[src/rtl/dmem_arbiter.sv]
// Two-port round-robin arbiter/sequencer in front of a single-port data memory.
// One transaction in flight: IDLE -> ISSUE (memory driven) -> RESP (ack), with back-to-back hand-off.

module dmem_arb_port #(
  parameter int DATA_W = 32
) (
  input  logic              clk,
  input  logic              rst_n,
  input  logic              cap,
  input  logic [DATA_W-1:0] din,
  output logic [DATA_W-1:0] rdata
);
  // Read data holds until the next read completes on this port.
  always_ff @(posedge clk or negedge rst_n) begin
    if (!rst_n)   rdata <= '0;
    else if (cap) rdata <= din;
  end
endmodule

module dmem_arbiter #(
  parameter int ADDR_W = 32,
  parameter int DATA_W = 32
) (
  input  logic              clk,
  input  logic              rst_n,
  input  logic              req0,
  input  logic              we0,
  input  logic [ADDR_W-1:0] addr0,
  input  logic [DATA_W-1:0] wdata0,
  output logic              ack0,
  output logic [DATA_W-1:0] rdata0,
  input  logic              req1,
  input  logic              we1,
  input  logic [ADDR_W-1:0] addr1,
  input  logic [DATA_W-1:0] wdata1,
  output logic              ack1,
  output logic [DATA_W-1:0] rdata1,
  output logic [ADDR_W-1:0] mem_addr,
  output logic [DATA_W-1:0] mem_wdata,
  output logic              mem_we,
  input  logic [DATA_W-1:0] mem_rdata,
  output logic              busy,
  output logic              owner
);
  typedef enum logic [1:0] {IDLE, ISSUE, RESP} state_t;
  typedef struct packed {
    logic              we;
    logic [ADDR_W-1:0] addr;
    logic [DATA_W-1:0] wdata;
  } req_t;

  localparam int NUM_PORTS = 2;

  state_t                           state, state_nxt;
  req_t   [NUM_PORTS-1:0]           port_req;
  req_t                             lat, lat_nxt;
  logic   [NUM_PORTS-1:0]           req, cap;
  logic   [NUM_PORTS-1:0][DATA_W-1:0] rdata;
  logic                             last, last_nxt, owner_nxt;
  logic                             grant, win;

  assign req         = {req1, req0};
  assign port_req[0] = {we0, addr0, wdata0};
  assign port_req[1] = {we1, addr1, wdata1};

  // In RESP the served port is masked, so the other port always gets its turn.
  always_comb begin
    state_nxt = state;
    last_nxt  = last;
    owner_nxt = owner;
    lat_nxt   = lat;
    grant     = 1'b0;
    win       = owner;
    case (state)
      IDLE: begin
        if (|req) begin
          grant = 1'b1;
          win   = (&req) ? ~last : req[1];
        end
      end
      ISSUE: begin
        last_nxt  = owner;
        state_nxt = RESP;
      end
      RESP: begin
        state_nxt = IDLE;
        if (req[~owner]) begin
          grant = 1'b1;
          win   = ~owner;
        end
      end
      default: state_nxt = IDLE;
    endcase
    if (grant) begin
      state_nxt = ISSUE;
      owner_nxt = win;
      lat_nxt   = port_req[win];
    end
  end

  always_ff @(posedge clk or negedge rst_n) begin
    if (!rst_n) begin
      state <= IDLE;
      last  <= 1'b1;
      owner <= 1'b0;
      lat   <= '0;
    end else begin
      state <= state_nxt;
      last  <= last_nxt;
      owner <= owner_nxt;
      lat   <= lat_nxt;
    end
  end

  // Memory is only written in ISSUE; reset drops mem_we combinationally via state.
  assign mem_addr  = lat.addr;
  assign mem_wdata = lat.wdata;
  assign mem_we    = (state == ISSUE) && lat.we;
  assign busy      = (state != IDLE);
  assign ack0      = (state == RESP) && !owner;
  assign ack1      = (state == RESP) &&  owner;

  for (genvar i = 0; i < NUM_PORTS; i++) begin : g_port
    assign cap[i] = (state == ISSUE) && !lat.we && (owner == 1'(i));
    dmem_arb_port #(.DATA_W(DATA_W)) u_port (
      .clk   (clk),
      .rst_n (rst_n),
      .cap   (cap[i]),
      .din   (mem_rdata),
      .rdata (rdata[i])
    );
  end

  assign rdata0 = rdata[0];
  assign rdata1 = rdata[1];
endmodule

[config.mk]
export PLATFORM = sky130hd
export DESIGN_NAME = dmem_arbiter
export DESIGN_NICKNAME = d
export VERILOG_FILES = /design/src/rtl/dmem_arbiter.sv
export SDC_FILE = /design/constraint.sdc
export NUM_CORES = 1
export LEC_CHECK = 0
export CAP_MARGIN = 25
export CORE_ASPECT_RATIO = 0.5
export CORE_UTILIZATION = 37
export CTS_CLUSTER_DIAMETER = 120
export DETAILED_ROUTE_END_ITERATION = 16
export PLACE_DENSITY = 0.83
export SETUP_SLACK_MARGIN = 0.4
export SLEW_MARGIN = 10
export SYNTH_ARGS = -nofsm -noshare
export SYNTH_HDL_FRONTEND = slang
export SYNTH_SLANG_ARGS = --single-unit
[constraint.sdc]
create_clock -name clk -period 1.7 [get_ports clk]
set_clock_uncertainty 0.2 [all_clocks]
set_input_delay 0.34 -clock clk [delete_from_list [all_inputs] [get_ports clk]]
set_output_delay 0.34 -clock clk [all_outputs]
set_load 0.05 [all_outputs]
; Word level (Yosys, flattened, before mapping)
; Cells that the tools add are included.
[op_classes]
n_bitwise = 2
magnitude_cmp = 2
n_reduce_logical = 12
muxes = 13
n_eq_ne = 3
[op_table]
columns = op, n
row1 = $mux W65, 2
row2 = $mux W1, 7
row3 = $logic_and A1 B1 Y1, 6
row4 = $lt A1 B2 Y1 const B, 2
row5 = $pmux W1 S2, 2
row6 = $pmux W2 S2, 1
row7 = $eq A2 B1 Y1 const B, 1
row8 = $eq A2 B2 Y1 const B, 1
row9 = $logic_not A1 Y1, 2
row10 = $logic_not A2 Y1, 1
row11 = $mux W2, 1
row12 = $ne A2 B2 Y1 const B, 1
row13 = $not A1 Y1, 2
row14 = $reduce_and A2 Y1, 1
row15 = $reduce_bool A2 Y1, 1
row16 = $reduce_or A2 Y1, 1
[word_totals]
wordCells = 40
regBits = 133
inputBits = 166
out_inout_bits = 133

; Longest topological paths before layout
; Gate-level depths: netlist (run 1).
[depth]
word_depth = 7
ltp_mapped = 7
depth_no_buf = 4

; By module
; From an unflattened synthesis (run 1), not the netlist that was laid out.
[unflattened]
hier_cells = 593
area_unflattened_um2 = 6533.8
[by_module_without_submodules]
columns = mod, seq_area_each_um2, n_inst, cells_per_inst, area_per_inst_um2
row1 = dmem_arbiter, 1727.9, 1, 457, 3843.7
row2 = dmem_arb_port, 800.8, 2, 68, 1345.0

; Least setup slack after synthesis (run 1)
; Ideal clock, no wire load.
[synth_timing]
path_type = flip-flop to output port
startpoint = reg (tool-made name)
endpoint = out ack0
setup_slack_ns = -0.786
path_stages_with_launch = 3
arrival_ns = 1.946
n_path_buf = 1
t_required_ns = 1.160
path_cell_list = dfrtp_1 -> buf_4 -> nor3b_1
[synth_lines]
columns = element, line
row1 = to (decl), 30  ; output logic ack0,

==> metrics.csv, run 1 <==
metric;value;unit
status;finished with violations;
violations;setup timing;
synth-seq-cells;133;
synth.avg_cell_area;10.5;um^2
die_y;93.6;um
root_buffer;clkbuf_16;
drv_cap;0;
syn_to_final_growth;108;%
yosys.area.top_type;dfrtp_1;
crit_chain;buf_6 > buf_4 > nand2_4 > a31oi_4 > buf_12 > o21ai_0 > a31oi_1;
yosysMostFrequentCell;dfrtp_1;
ys_warn_count;0;
worstSetupEndpointType;flop;
grt_pass1_wl;35.4;mm
synthCells;591;
netlist.area_leader.share;53.3;%
hp-class;in -> async;
cellPowerDensity;2540;nW/um^2
async_flop_share;100;%
max-vdd-ir-drop;1240;uV
wl_per_cell;22.7;um
rsz0062_at_grt;true;
antenna_found_initial;0;
grtUsageTotal;26.8;%
grt-ovfl-total;0;
hold_violations;0;
yosysSeqAreaShare;53.7;%
worstMarginPinSlew;433;ps
via_per_inst;5.55;
relSlewSlack;70.8;%
final_max_slew_viol_count;0;
start_kind;flop;
cts_tree;done;
drive_gt1_share;44.1;%
r2r_cells;7;
clk_latency;410;ps
power;32700;uW
rr_endpoint;mem_addr[23];
clk_pin_slew;60;ps
grt_pass1_vias;6474;
cp_data_arrival_time;2140;ps
die_x;185;um
drcViolationCount;0;
slowest_stage;dfrtp_2;
period_share;123;%
synthFlopType;dfrtp_1;
synth.top_cells.by_count;132 x dfrtp_1, 68 x buf_4, 67 x nor2_1, 66 x a31oi_1, 65 x nand3_1;
grt_max_degree;43;
drt_first_pass_iters;5;
syn_area;6200;um^2
crit_fanout;24;
critPathKind;reg -> reg;
vias;6594;
pre_cts_ws;-445;ps
period_minus_slack;2090;ps
core-area;16400;um^2
drt_iter0_drc;455;
cts_buffers;17;
cts_buffer_depth;2;
die_area;17300;um^2
setup_slack;-390;ps
max_freq;0.478;GHz
htreeDepth;4;
synth-edff-count;0;
n_antenna_cell;0;
io_pins;299;
ant_nets;0;
rows;33;
synth_fp_nets;757;
yosys-top-cells-area;dfrtp_1 53%, mux2_2 11%, buf_4 8.2%;
start_util;37.8;%
setup_viol;135;
place_hpwl;14.4;mm
worstPathRequired;1750;ps
finalWeightedCongestion;0.808;
clock-sinks;133;
port_buffers;298;
p_leak;0.00557;uW
wl;27.0;mm
nets;1115;
synth.distinct_cells;28;
slowest_delay;430;ps
reg2reg_slack;-390;ps
[kinds of logic (layout without fill, tap and decap cells)]
| logic type | count (synthesis) | count (layout) | synth area share, % |
|---|---|---|---|
| buffers and inverters | 115 | 486 | 11.5 |
| AND/OR/NAND/NOR | 142 | 142 | 10.5 |
| AO/OA/AOI/OAI | 135 | 135 | 12.4 |
| multiplexers | 66 | 66 | 12.0 |
| flip-flops | 133 | 133 | 53.7 |
[routing by layer]
metal / track usage [%] / up-vias / wire length [um]
met5: 0 / - / 0
met4: 13.9 / 0 / 1600
met3: 6.04 / 157 / 1790
met2: 49.2 / 440 / 14000
met1: 29.3 / 3231 / 9590
li1: - / 2766 / -
[how the worst max path moves through the flow]
stage | endpoint | slack (ps) | startpoint
after floorplan | mem_wdata[19] | -140 | flop
after global placement | mem_addr[12] | -330 | req0
after detailed placement | mem_wdata[29] | -450 | req1
after CTS | mem_we | -240 | state[1]
after global routing | mem_addr[14] | -600 | flop
final | mem_addr[23] | -390 | flop
[layout by cell type, fill, tap and decap left out, types with 3 or more instances in the layout]
cell	synthesis	final
buf_12	0	152
buf_4	68	98
a31oi_1	66	57
clkinv_4	0	5
a31oi_4	0	5
o21ai_1	8	18
buf_6	0	18
inv_6	0	5
dfrtp_2	0	3
a31oi_2	0	4
dfrtp_1	132	129
buf_16	0	11
mux2_2	62	22
nor2_2	0	10
nand3_1	65	63
clkbuf_16	0	22
o21ai_0	57	47
nor2_1	67	56
mux2_4	0	43
clkdlybuf4s50_1	0	164
[sequential cells by signal, indices dropped and copies added, names as in the netlist, named ones only]
name,flops
lat,1
g_port.u_port.rdata,64
last,1
state,2
mem_wdata,32
mem_addr,32
[repair_timing]
| item | in CTS | in global routing |
|---|---|---|
| pin swaps | 5 | 22 |
| gates resized for setup | 36 | 44 |
| hold buffers | 1 | 0 |
| buffers inserted | 57 | 43 |
| gates cloned | 12 | 5 |
| hold endpoints to repair | 133 | 0 |
| endpoints found under the setup margin | 264 | 265 |
[area by class of cell]
class	count	area, um^2
Fill cell	825	3510
Clock buffer	18	429
Multi-Input combinational cell	343	2560
Tap cell	227	284
Inverter	2	12.5
Clock inverter	14	166
Timing Repair Buffer	452	6100
Sequential cell	133	3330
[stage by stage]
step                util [%]  setup TNS, ps  cells  cell area [um^2]  hold WS [ps]
floorplan                  -         -14370    591              6460          -156
global placement        65.7         -19450   1039             10800          49.1
detailed placement      65.7         -25880   1039             10800          51.8
CTS                     74.7         -20750   1141             12200           194
global route            78.6         -34660   1189             12900           224
finish                  78.6         -27760   1189             12900           192
[worst max-delay path, delay by kind of cell (launching register included)]
kind	cells	cell delay, ps
buffers and inverters	3	500
AO/OA/AOI/OAI	3	700
AND/OR/NAND/NOR	1	90
flip-flops	1	430
[power by group]
group / internal, uW / leakage [uW] / switching (uW)
Clock: 2210 / 0.000288 / 1610
Combinational: 11300 / 0.00374 / 10800
Sequential: 4830 / 0.00154 / 1950
(Power assumes the default switching activity.)
==> run 2, diff against run 1 <==
--- a/config.mk
+++ b/config.mk
@@ -10,6 +10,7 @@
 export CORE_UTILIZATION = 37
 export CTS_CLUSTER_DIAMETER = 120
 export DETAILED_ROUTE_END_ITERATION = 16
+export HOLD_SLACK_MARGIN = 0.06
 export PLACE_DENSITY = 0.83
 export SETUP_SLACK_MARGIN = 0.4
 export SLEW_MARGIN = 10
==> results of run 2 <==
Same layout as run 1: the final DEF is identical, and so are final timing and power.
